==> src/rtl/div_unit_pkg.sv <==
// ----------------------------------------------------------------------------
// div_unit_pkg
// Shared types and constants for the iterative EX-stage divider.
//   - div_state_e       : divider FSM states (2-bit encoding)
//   - REG_BUS / DOUBLE_REG_BUS : operand and result widths
//   - DIV_RESULT_READY / DIV_RESULT_NOT_READY, DIV_START / DIV_STOP
//   - negate32()        : two's-complement negate helper
// ----------------------------------------------------------------------------
package div_unit_pkg;

    localparam int REG_BUS        = 32;
    localparam int DOUBLE_REG_BUS = 64;

    localparam logic DIV_RESULT_READY     = 1'b1;
    localparam logic DIV_RESULT_NOT_READY = 1'b0;
    localparam logic DIV_START            = 1'b1;
    localparam logic DIV_STOP             = 1'b0;

    // Number of restoring iterations for a 32-bit quotient.
    localparam logic [5:0] DIV_ITERATIONS = 6'd32;

    typedef enum logic [1:0] {
        DIV_FREE    = 2'b00,
        DIV_BY_ZERO = 2'b01,
        DIV_ON      = 2'b10,
        DIV_END     = 2'b11
    } div_state_e;

    // Two's-complement negation, modulo 2^32.
    function automatic logic [REG_BUS-1:0] negate32(input logic [REG_BUS-1:0] value);
        negate32 = (~value) + 32'd1;
    endfunction

endpackage

==> src/rtl/div_unit.sv <==
// ----------------------------------------------------------------------------
// div_unit
// Iterative 32-bit radix-2 restoring divider serving DIV (signed) and DIVU.
// Operands are converted to magnitudes on start, 32 iterations produce the
// unsigned quotient/remainder, and a final fix-up restores the signs.
//
// Ports:
//   clk          in   pipeline clock, rising edge
//   rst          in   asynchronous active-low reset
//   signed_div_i in   1 = signed divide, 0 = unsigned
//   opdata1_i    in   [31:0] dividend
//   opdata2_i    in   [31:0] divisor
//   start_i      in   divide request, held high until result consumed
//   annul_i      in   abort the in-flight divide
//   result_o     out  [63:0] {remainder, quotient}, registered
//   ready_o      out  result_o valid, registered
// ----------------------------------------------------------------------------
module div_unit
    import div_unit_pkg::*;
(
    input  logic                      clk,
    input  logic                      rst,
    input  logic                      signed_div_i,
    input  logic [REG_BUS-1:0]        opdata1_i,
    input  logic [REG_BUS-1:0]        opdata2_i,
    input  logic                      start_i,
    input  logic                      annul_i,
    output logic [DOUBLE_REG_BUS-1:0] result_o,
    output logic                      ready_o
);

    div_state_e                state_q,    state_d;
    logic [5:0]                cnt_q,      cnt_d;
    // [64:33] partial remainder, [31:0] quotient bits shifted in from the LSB.
    logic [64:0]               dividend_q, dividend_d;
    logic [REG_BUS-1:0]        divisor_q,  divisor_d;
    // Sign corrections captured at start so the fix-up does not depend on
    // EX keeping signed_div_i/operands stable.
    logic                      neg_quot_q, neg_quot_d;
    logic                      neg_rem_q,  neg_rem_d;
    logic [DOUBLE_REG_BUS-1:0] result_q,   result_d;
    logic                      ready_q,    ready_d;

    logic [32:0]               trial_s;
    logic [REG_BUS-1:0]        abs_op1_s;
    logic [REG_BUS-1:0]        abs_op2_s;
    logic [REG_BUS-1:0]        quot_raw_s;
    logic [REG_BUS-1:0]        rem_raw_s;

    // Trial subtraction; trial_s[32] is the borrow.
    assign trial_s    = {1'b0, dividend_q[63:32]} - {1'b0, divisor_q};
    assign abs_op1_s  = (signed_div_i && opdata1_i[31]) ? negate32(opdata1_i) : opdata1_i;
    assign abs_op2_s  = (signed_div_i && opdata2_i[31]) ? negate32(opdata2_i) : opdata2_i;
    assign quot_raw_s = dividend_q[31:0];
    assign rem_raw_s  = dividend_q[64:33];

    // Next-state, datapath and output computation for the divider FSM.
    always_comb begin
        state_d    = state_q;
        cnt_d      = cnt_q;
        dividend_d = dividend_q;
        divisor_d  = divisor_q;
        neg_quot_d = neg_quot_q;
        neg_rem_d  = neg_rem_q;
        result_d   = result_q;
        ready_d    = ready_q;

        case (state_q)
            DIV_FREE: begin
                if ((start_i == DIV_START) && !annul_i) begin
                    if (opdata2_i == 32'd0) begin
                        state_d = DIV_BY_ZERO;
                    end else begin
                        state_d    = DIV_ON;
                        cnt_d      = 6'd0;
                        dividend_d = {32'd0, abs_op1_s, 1'b0};
                        divisor_d  = abs_op2_s;
                        neg_quot_d = signed_div_i && (opdata1_i[31] ^ opdata2_i[31]);
                        neg_rem_d  = signed_div_i && opdata1_i[31];
                    end
                end else begin
                    state_d = DIV_FREE;
                end
            end

            DIV_BY_ZERO: begin
                // No trap: the result is simply zero.
                state_d    = DIV_END;
                dividend_d = 65'd0;
                result_d   = 64'd0;
                ready_d    = DIV_RESULT_READY;
            end

            DIV_ON: begin
                if (annul_i) begin
                    state_d = DIV_FREE;
                    cnt_d   = 6'd0;
                    ready_d = DIV_RESULT_NOT_READY;
                end else if (cnt_q < DIV_ITERATIONS) begin
                    if (trial_s[32]) begin
                        dividend_d = {dividend_q[63:0], 1'b0};
                    end else begin
                        dividend_d = {trial_s[31:0], dividend_q[31:0], 1'b1};
                    end
                    cnt_d = cnt_q + 6'd1;
                end else begin
                    result_d[31:0]  = neg_quot_q ? negate32(quot_raw_s) : quot_raw_s;
                    result_d[63:32] = neg_rem_q  ? negate32(rem_raw_s)  : rem_raw_s;
                    ready_d         = DIV_RESULT_READY;
                    cnt_d           = 6'd0;
                    state_d         = DIV_END;
                end
            end

            DIV_END: begin
                if (start_i == DIV_STOP) begin
                    state_d  = DIV_FREE;
                    ready_d  = DIV_RESULT_NOT_READY;
                    result_d = 64'd0;
                end else begin
                    state_d = DIV_END;
                end
            end

            default: begin
                state_d  = DIV_FREE;
                cnt_d    = 6'd0;
                ready_d  = DIV_RESULT_NOT_READY;
                result_d = 64'd0;
            end
        endcase
    end

    // State, datapath and output registers with asynchronous reset.
    always_ff @(posedge clk or negedge rst) begin
        if (!rst) begin
            state_q    <= DIV_FREE;
            cnt_q      <= 6'd0;
            dividend_q <= 65'd0;
            divisor_q  <= 32'd0;
            neg_quot_q <= 1'b0;
            neg_rem_q  <= 1'b0;
            result_q   <= 64'd0;
            ready_q    <= DIV_RESULT_NOT_READY;
        end else begin
            state_q    <= state_d;
            cnt_q      <= cnt_d;
            dividend_q <= dividend_d;
            divisor_q  <= divisor_d;
            neg_quot_q <= neg_quot_d;
            neg_rem_q  <= neg_rem_d;
            result_q   <= result_d;
            ready_q    <= ready_d;
        end
    end

    assign result_o = result_q;
    assign ready_o  = ready_q;

endmodule

==> config.mk <==
export PLATFORM = sky130hd
export DESIGN_NAME = div_unit
export DESIGN_NICKNAME = d
export VERILOG_FILES = /design/src/rtl/div_unit_pkg.sv /design/src/rtl/div_unit.sv
export SDC_FILE = /design/constraint.sdc
export NUM_CORES = 1
export LEC_CHECK = 0
export ABC_AREA = 1
export BUFFER_PORTS_ARGS = -buffer_cell sky130_fd_sc_hd__buf_2
export CAP_MARGIN = 5
export CORE_MARGIN = 3
export CORE_UTILIZATION = 45
export DETAILED_ROUTE_END_ITERATION = 6
export GPL_TIMING_DRIVEN = 0
export HOLD_SLACK_MARGIN = 0.15
export PLACE_DENSITY = 0.7
export SLEW_MARGIN = 20
export SYNTH_ARGS = -nofsm -noshare
export SYNTH_HDL_FRONTEND = slang
export SYNTH_SLANG_ARGS = --single-unit
==> constraint.sdc <==
create_clock -name clk -period 2.2 [get_ports clk]
set_clock_uncertainty 0.2 [all_clocks]
set_input_delay 0.33 -clock clk [delete_from_list [all_inputs] [get_ports clk]]
set_output_delay 0.33 -clock clk [all_outputs]
set_load 0.02 [all_outputs]
==> results.txt, run 1 <==
The achievable frequency came out at 407 MHz. After detailed routing, the number of vias per cell comes to 5.39. The checks that failed: DRC, setup timing.

Counting every sink on the clock net gives 172. Yosys attributes the largest share of cell area to sky130_fd_sc_hd__dfrtp_1 (32%), sky130_fd_sc_hd__nand2_1 (21%), sky130_fd_sc_hd__inv_1 (8.0%), sky130_fd_sc_hd__nand3_1 (7.3%), sky130_fd_sc_hd__nor2_1 (5.8%). Summed over all layers, the routed wires come to 49200 um. The worst path in the final design needs a cycle of 2.46 ns, including I/O delays and setup.

Among all flip-flop cells after synthesis, the most frequent one is sky130_fd_sc_hd__dfrtp_1. The area growth from synthesis to layout came out at 30.5%. At the later pin of the worst-skew pair, clock insertion delay measures 0.45 ns.

The longest individual stage delay on the worst path came out at 0.43 ns. The largest individual stage delay along the critical path comes from the cell sky130_fd_sc_hd__dfrtp_1. The clock passes through at most 2 buffers.

In the synthesized netlist, the cells that appear most often are sky130_fd_sc_hd__nand2_1 (766), sky130_fd_sc_hd__inv_1 (289), sky130_fd_sc_hd__nor2_1 (211), sky130_fd_sc_hd__nand3_1 (198), sky130_fd_sc_hd__dfrtp_1 (172). Dividing the detail-routed wire length by the instance count gives 17.2 um. TritonCTS built the clock tree. The number of flip-flops and latches in the synthesized netlist is 172.

The transition time at the pin with the least slew margin came out at 0.624 ns. The via count of the first global-routing pass is 14100. The worst setup slack before clock tree synthesis came out at -0.499 ns.

The reported max-cap violation count came out at 0. The max-slew violation count came to 0. The total iterations of the first detailed-routing run is 7. The worst hold path belongs to the class primary input to register. The number of warnings printed during yosys synthesis is 0. The power density over the cells is 902 nW/um^2.

The number of antenna diodes in the final layout is 0. The endpoint class of the critical path is a register. The number of antenna violations at the first check in global routing is 0. The count of different cell masters after synthesis came out at 56. The critical path in this run is classified as register to register. The cell area after technology mapping came out at 13600 um^2. Global routing finished with a remaining overflow of 0. The remaining number of nets flagged by the antenna check after routing came out at 0. The floorplan core area is 29200 um^2. The die covers 32300 um^2.

The final number of hold-violating endpoints is 0. In this run the tool buffered the top-level ports with 133 buffer cells. The number of nets in the finished design came out at 2568. The final setup violation count came out at 33. Setup repair after global routing could not meet its margin everywhere. The pin count of the biggest net entering global routing came out at 99. After clock tree synthesis, the clock-pin slew on the worst setup and hold paths is 0.08 ns.

Including well taps, the total number of placed cells is 2694. The number of nets produced by synthesis is 2288. The effective utilization at floorplan is 46.4%. The number of flops mapped to enable cells by yosys is 0.

The overall global routing resource usage came out at 28.7%. The total CTS buffers came out at 17. The violation count after the first detailed-routing iteration is 1659.

After synthesis, the largest area contributor takes up 31.7% of total cell area. The most common cell in the synthesized netlist is sky130_fd_sc_hd__nand2_1. Across all setup checks in the final design, the least slack found is -0.259 ns.

The worst-case headroom to the max-slew limit came out at 58.4%. The ratio of cells with drive above 1 in the final layout is 21.0%. The wire length of the first global-routing pass came out at 74900 um. Counting stages on the worst path, the most repeated cell is sky130_fd_sc_hd__nand2_4. For the worst setup path, the data arrival time is 2.60 ns. The post-synthesis area per instance came out at 6.24 um^2. The final cell count without fillers is 2853. Measured along the y axis, the die boundary spans 180 um.

The clock root buffer is sky130_fd_sc_hd__clkbuf_16. The number of primary I/O pins is 134. sky130_fd_sc_hd__dfrtp_1 takes more of the synthesized area than any other cell. The total number of vias is 15400. The analysis attributes to cell leakage a power of 0.00923 uW.

The setup slack of the worst register-to-register path came out at -0.26 ns. The peak supply drop is 0.632 mV. Summed over all nets, the half-perimeter wirelength after detailed placement is 36600 um.

The chip width is 180 um. After floorplanning, the core was divided into 62 placement rows. The critical path goes through ha_4 -> fa_2 -> inv_2 -> nand3_2 -> nand2_2 -> nand2_2 -> nand2_4 -> nand2_4 -> nand2_4 -> nand2_4 -> nand2_8 -> buf_8 -> buf_12 -> nand2_2 -> nand3_2 -> nand2_1. The congestion estimate from routability-driven global placement came to 0.945. The peak fanout along the critical path came out at 8.

The worst endpoint required time is 2.34 ns. For this run, design rule violations remaining after detail routing come to 1. The sequential cell area fraction in the yosys report is 31.7%. The share of flip-flops with an asynchronous set or reset came out at 100%.

Synthesis produced 2176 cells. The fraction of the cycle the final worst path needs is 112%. The number of levels the H-tree was split into came out at 4.

The type of element launching the critical path is a register. The run finished, with violations left. The share of the core filled with cells in the final layout came out at 60.6%.
per-layer routing:
layer	up-vias	part of all wire, %	global-route usage [%]
met5	-	0	0
met4	0	2.0	6.78
met2	674	44	44.4
met3	76	8.4	5.34
li1	7499	-	-
met1	7121	46	41.7
registers in the layout, summed over array words and instances, names as in the netlist:
register and cells:
neg_rem_q 1, cnt_q 6, dividend_q 65, state_q 2, result_o 64, ready_o 1, divisor_q 32, neg_quot_q 1
layout by cell type (no fill, tap or decap), types with 5 or more instances in the layout:
cell type,netlist,routed
sky130_fd_sc_hd__nor2_4,3,12
sky130_fd_sc_hd__nor3_1,33,31
sky130_fd_sc_hd__clkbuf_16,0,22
sky130_fd_sc_hd__o211ai_1,7,7
sky130_fd_sc_hd__nor2_1,211,191
sky130_fd_sc_hd__dfrtp_1,172,146
sky130_fd_sc_hd__clkinv_8,0,5
sky130_fd_sc_hd__buf_2,19,142
sky130_fd_sc_hd__o21ai_2,5,7
sky130_fd_sc_hd__nand3b_1,5,5
sky130_fd_sc_hd__nand3_2,2,33
sky130_fd_sc_hd__nand2_4,3,10
sky130_fd_sc_hd__nor2_2,8,19
sky130_fd_sc_hd__inv_1,289,268
sky130_fd_sc_hd__nor4_1,7,7
sky130_fd_sc_hd__xnor2_1,21,21
sky130_fd_sc_hd__ha_1,42,9
sky130_fd_sc_hd__nand2_1,766,728
sky130_fd_sc_hd__buf_6,11,23
sky130_fd_sc_hd__a31oi_1,5,5
sky130_fd_sc_hd__nand4_1,27,27
sky130_fd_sc_hd__o22ai_1,8,8
sky130_fd_sc_hd__dfrtp_2,0,26
sky130_fd_sc_hd__clkbuf_2,1,6
sky130_fd_sc_hd__nand3_1,198,163
sky130_fd_sc_hd__nand2_2,6,36
sky130_fd_sc_hd__o21ai_1,26,45
sky130_fd_sc_hd__xor2_1,15,15
sky130_fd_sc_hd__o21ai_0,134,113
sky130_fd_sc_hd__inv_2,12,29
sky130_fd_sc_hd__dlygate4sd3_1,0,57
sky130_fd_sc_hd__buf_8,1,9
sky130_fd_sc_hd__buf_12,0,6
sky130_fd_sc_hd__buf_4,7,59
sky130_fd_sc_hd__o31ai_1,5,5
sky130_fd_sc_hd__ha_4,0,30
sky130_fd_sc_hd__clkbuf_1,17,9
sky130_fd_sc_hd__a21oi_1,69,65
repair_timing:
item / CTS / global route
gates cloned: 3 / 7
pin swaps: 16 / 50
hold buffers: 57 / 0
endpoints found under the setup margin: 135 / 164
resized for setup: 150 / 169
setup buffers: 37 / 27
hold endpoints to repair: 128 / 0
where the power goes:
part	total (uW)	switching [uW]	internal, uW
Clock	3080	1550	1530
Sequential	4800	796	4000
Combinational	8090	5150	2940
Total	16000	7500	8470
worst max-delay path, delay by kind of cell, from the launching register on:
| kind | cells | cell delay, ns |
|---|---|---|
| adder cells (fa/ha/maj) | 2 | 0.55 |
| AND/OR/NAND/NOR | 11 | 0.82 |
| buffers and inverters | 3 | 0.35 |
| flip-flops | 1 | 0.43 |
stage by stage:
| step | instance area (um^2) | TNS (ns) | hold WS, ns | power (uW) |
|---|---|---|---|---|
| CTS | 17000 | -7.78 | 0.154 | 15100 |
| floorplan | 13600 | 0 | -0.166 | 9130 |
| global placement | 14700 | -411.46 | 0.258 | 11200 |
| detailed placement | 14800 | -41.30 | 0.139 | 11300 |
| global route | 17700 | -10.09 | 0.193 | 16900 |
| finish | 17700 | -6.58 | 0.162 | 16000 |
path summary, 6_finish.rpt:
check / startpoint / end / cells after the start
max: divisor_q[0] / dividend_q[36] / 16
min: opdata2_i[29] / divisor_q[31] / 6
max reg2reg: divisor_q[0] / dividend_q[36] / 16
min reg2reg: result_o[62] / result_o[62] / 2
max in group asynchronous: rst / dividend_q[46] / 3
min in group asynchronous: rst / divisor_q[23] / 2
logic make-up after synthesis:
family / count (synthesis) / share of synthesized area [%]
simple gates: 1283 / 39.5
buf+inv: 363 / 11.1
compound gates: 278 / 11.2
flops: 172 / 31.7
fa+ha+maj: 43 / 4.02
xor+xnor: 36 / 2.32
mux: 1 / 0.0829
area by class of cell:
type | count | area, um^2
Clock buffer | 17 | 425
Multi-Input combinational cell | 1641 | 8660
Tap cell | 384 | 480
Clock inverter | 15 | 173
Sequential cell | 172 | 4340
Timing Repair Buffer | 261 | 1970
Timing Repair inverter | 1 | 6.26
Inverter | 303 | 1170
Fill cell | 2705 | 11500
Buffer | 59 | 498
Note: power is estimated with default switching activity, not from simulation.
==> inputs of run 2 (changes only) <==
--- a/config.mk
+++ b/config.mk
@@ -9,11 +9,11 @@
 export BUFFER_PORTS_ARGS = -buffer_cell sky130_fd_sc_hd__buf_2
 export CAP_MARGIN = 5
 export CORE_MARGIN = 3
-export CORE_UTILIZATION = 45
+export CORE_UTILIZATION = 55
 export DETAILED_ROUTE_END_ITERATION = 6
 export GPL_TIMING_DRIVEN = 0
 export HOLD_SLACK_MARGIN = 0.15
-export PLACE_DENSITY = 0.7
+export PLACE_DENSITY = 0.82
 export SLEW_MARGIN = 20
 export SYNTH_ARGS = -nofsm -noshare
 export SYNTH_HDL_FRONTEND = slang
==> constraint.sdc (replaced) <==
create_clock -name clk -period 2.2 [get_ports clk]
set_clock_uncertainty 0.2 [all_clocks]
set_input_delay 0.33 -clock clk [delete_from_list [all_inputs] [get_ports clk]]
set_output_delay 0.33 -clock clk [all_outputs]
set_load 0.01 [all_outputs]
==> run 2 against run 1 <==
  * The run still ends with DRC, setup timing left
  * Flip-flop and latch count stayed put
  * Fmax is 0.81% lower
  * Clock power is 6.5% higher
  * Largest cell class unchanged
==> results.txt, run 2 (synthesized netlist as in run 1, its figures left out) <==
The signal on the critical path passes through inv_2 -> fa_2 -> inv_2 -> nand3_2 -> nand2_2 -> nand2_2 -> nand2_4 -> nand2_4 -> nand2_4 -> nand2_4 -> nand2_8 -> buf_8 -> buf_4 -> nand3_2 -> nand2_1 -> nand2_1. The final reports fail on DRC, setup timing. The count of unresolved DRC violations after routing is 15. The floorplan core area is 23900 um^2.

The first TritonRoute pass finished after 7 iterations. The number of levels the H-tree was split into is 4. The worst setup path is captured at a register. Setup repair after global routing could not meet its margin everywhere. The final number of hold-violating endpoints came out at 0.

The power density over the cells is 925 nW/um^2. The clock root buffer is sky130_fd_sc_hd__clkbuf_16. The total number of placement rows came out at 56. The die footprint came out at 26600 um^2.

The largest single stage delay on the critical path is 0.43 ns. The worst setup path is of the register to register kind. The floorplan step set the die height to 163 um. dividend_q holds more flip-flops than any other register. The number of primary I/O pins is 134. Wires add up to 52400 um. For the pin with the worst max-slew slack, the measured transition is 0.633 ns. Based on the critical path, the design can be clocked at up to 403 MHz. The ratio of cells with drive above 1 in the final layout came out at 23.9%. The worst-case IR drop observed on VDD is 0.523 mV. The arrival time of data at the critical path endpoint came out at 2.60 ns. The via count of the first global-routing pass is 13800.

The number of port buffers is 133. The antenna diode count came out at 0. The effective utilization at floorplan is 56.8%. The slowest stage of the critical path belongs to the cell sky130_fd_sc_hd__dfrtp_1. Total power for the finished layout comes to 16800 uW. The area growth from synthesis to layout came out at 33.9%. The total number of vias is 16100. Subtracting the final worst setup slack from the clock period gives 2.48 ns.

The worst endpoint required time came out at 2.32 ns. The flip-flop count of the largest register, all copies and words added came out at 65. The worst-case headroom to the max-slew limit came out at 57.8%. The number of nets in the finished design is 2572. The total CTS buffers came out at 17.

Counting tap cells, the placed design contains a total of 2629 instances. The first global-routing pass estimated 74100 um of wire. Setup violations remaining at the end of the flow were counted as 94.

The number of antenna violations at the first check in global routing came out at 1. The fraction of the cycle the final worst path needs came out at 113%. The clock tree from TritonCTS is built.

In the routed layout, each cell is associated on average with a via count of 5.76. The max-slew violation count is 0. The TritonCTS sink count came out at 172. The cell class contributing the biggest share of worst-path delay is simple AND/OR/NAND/NOR gates. The clock edge transition at the registers on the reported setup and hold paths came out at 0.07 ns.

The flow ran to the end, but the final reports show violations. The placed standard-cell area came out at 14700 um^2. The overflow left after global routing came out at 0.

The most common cell after layout, fill and taps aside is sky130_fd_sc_hd__nand2_1. Clock latency on the worst-skew pair, taken at its later pin, is 0.45 ns. The combined buffer and inverter count along the critical path is 4. The chip width is 163 um. In this run the worst path has a maximum fanout of 7. After layout, the worst setup slack is -0.279 ns. The final instance area came out at 18200 um^2. The average wire per standard cell came out at 18.8 um.

The overall global routing resource usage is 35.5%. For flop-to-flop paths, the worst setup slack is -0.28 ns. The worst hold path belongs to the class primary input to register. The static leakage power came out at 0.00950 uW. The library cells used most frequently in the layout, excluding fill and tap cells, are sky130_fd_sc_hd__nand2_1 (698), sky130_fd_sc_hd__inv_1 (269), sky130_fd_sc_hd__nor2_1 (181), sky130_fd_sc_hd__nand3_1 (167), sky130_fd_sc_hd__dfrtp_1 (150). The filler cell count in the final layout is 1814. The placer's final routability congestion estimate is 1.00. In this run the remaining antenna-violating nets after routing total 0. The most numerous cell type found on the critical path is sky130_fd_sc_hd__nand2_4. The maximum count of clock buffers along a single path came out at 2.

Across the run, the number of max-cap violations was 0. The violation count after the first detailed-routing iteration is 1998. The pin count of the biggest net entering global routing came out at 91.

The finished layout holds 2792 standard cells, fillers aside. The placed wire-length estimate is 36400 um. The worst setup path is launched from a register.
==> run 2: repair_timing <==
action / CTS / global route
gates resized for setup: 133 / 309
endpoints found under the hold margin: 129 / 0
setup buffers: 23 / 50
hold buffers: 48 / 0
setup endpoints to repair: 138 / 152
gates cloned: 3 / 11
pin swaps: 35 / 62
==> run 2: path summary, 6_finish.rpt <==
kind,start,to,depth (start not counted)
max reg2reg,dividend_q[33],dividend_q[61],16
max in group asynchronous,rst,dividend_q[61],3
min reg2reg,result_o[51],result_o[51],2
max,dividend_q[33],dividend_q[61],16
min,opdata2_i[13],divisor_q[13],4
min in group asynchronous,rst,result_o[14],2
==> run 2: area by class of cell <==
| cell class | count | area [um^2] | area share, % |
|---|---|---|---|
| multi-input combinational | 1641 | 9000 | 49.5 |
| clock inverter | 15 | 211 | 1.16 |
| tap | 319 | 399 | 2.20 |
| timing repair buffer | 265 | 2090 | 11.5 |
| buffer | 58 | 518 | 2.85 |
| clock buffer | 17 | 425 | 2.34 |
| sequential | 172 | 4330 | 23.8 |
| timing repair inverter | 2 | 13.8 | 0.0757 |
| inverter | 303 | 1190 | 6.53 |
==> run 2: layer usage <==
layer  vias up  wire length [um]  global-route usage, %
li1       7523                 -                      -
met1      7410             20900                   50.2
met2       994             24000                   56.3
met3       160              6000                   7.56
met4         2              1530                   8.23
met5         -                 7                      0
==> run 2: stage by stage <==
stage,setup TNS [ns],setup slack (ns),hold slack (ns),util [%]
after CTS,-8.04,-0.290,0.150,69.6
after floorplan,0,0.00210,-0.166,-
after global placement,-375.90,-2.00,0.257,61.3
final,-11.58,-0.279,0.141,76.1
after detailed placement,-42.92,-0.519,0.167,61.5
after global routing,-17.03,-0.337,0.199,76.1
==> run 2: worst min-delay path: stages <==
cell and delay [ns]:
sky130_fd_sc_hd__buf_2 0.10, sky130_fd_sc_hd__inv_1 0.09, sky130_fd_sc_hd__xor2_1 0.09, sky130_fd_sc_hd__o21ai_1 0.12
==> run 2: power by group <==
part           leakage (uW)  internal (uW)  total [uW]  switching, uW
clock              0.000304           1670        3280           1620
sequential          0.00225           4000        4860            856
combinational       0.00695           3240        8680           5440
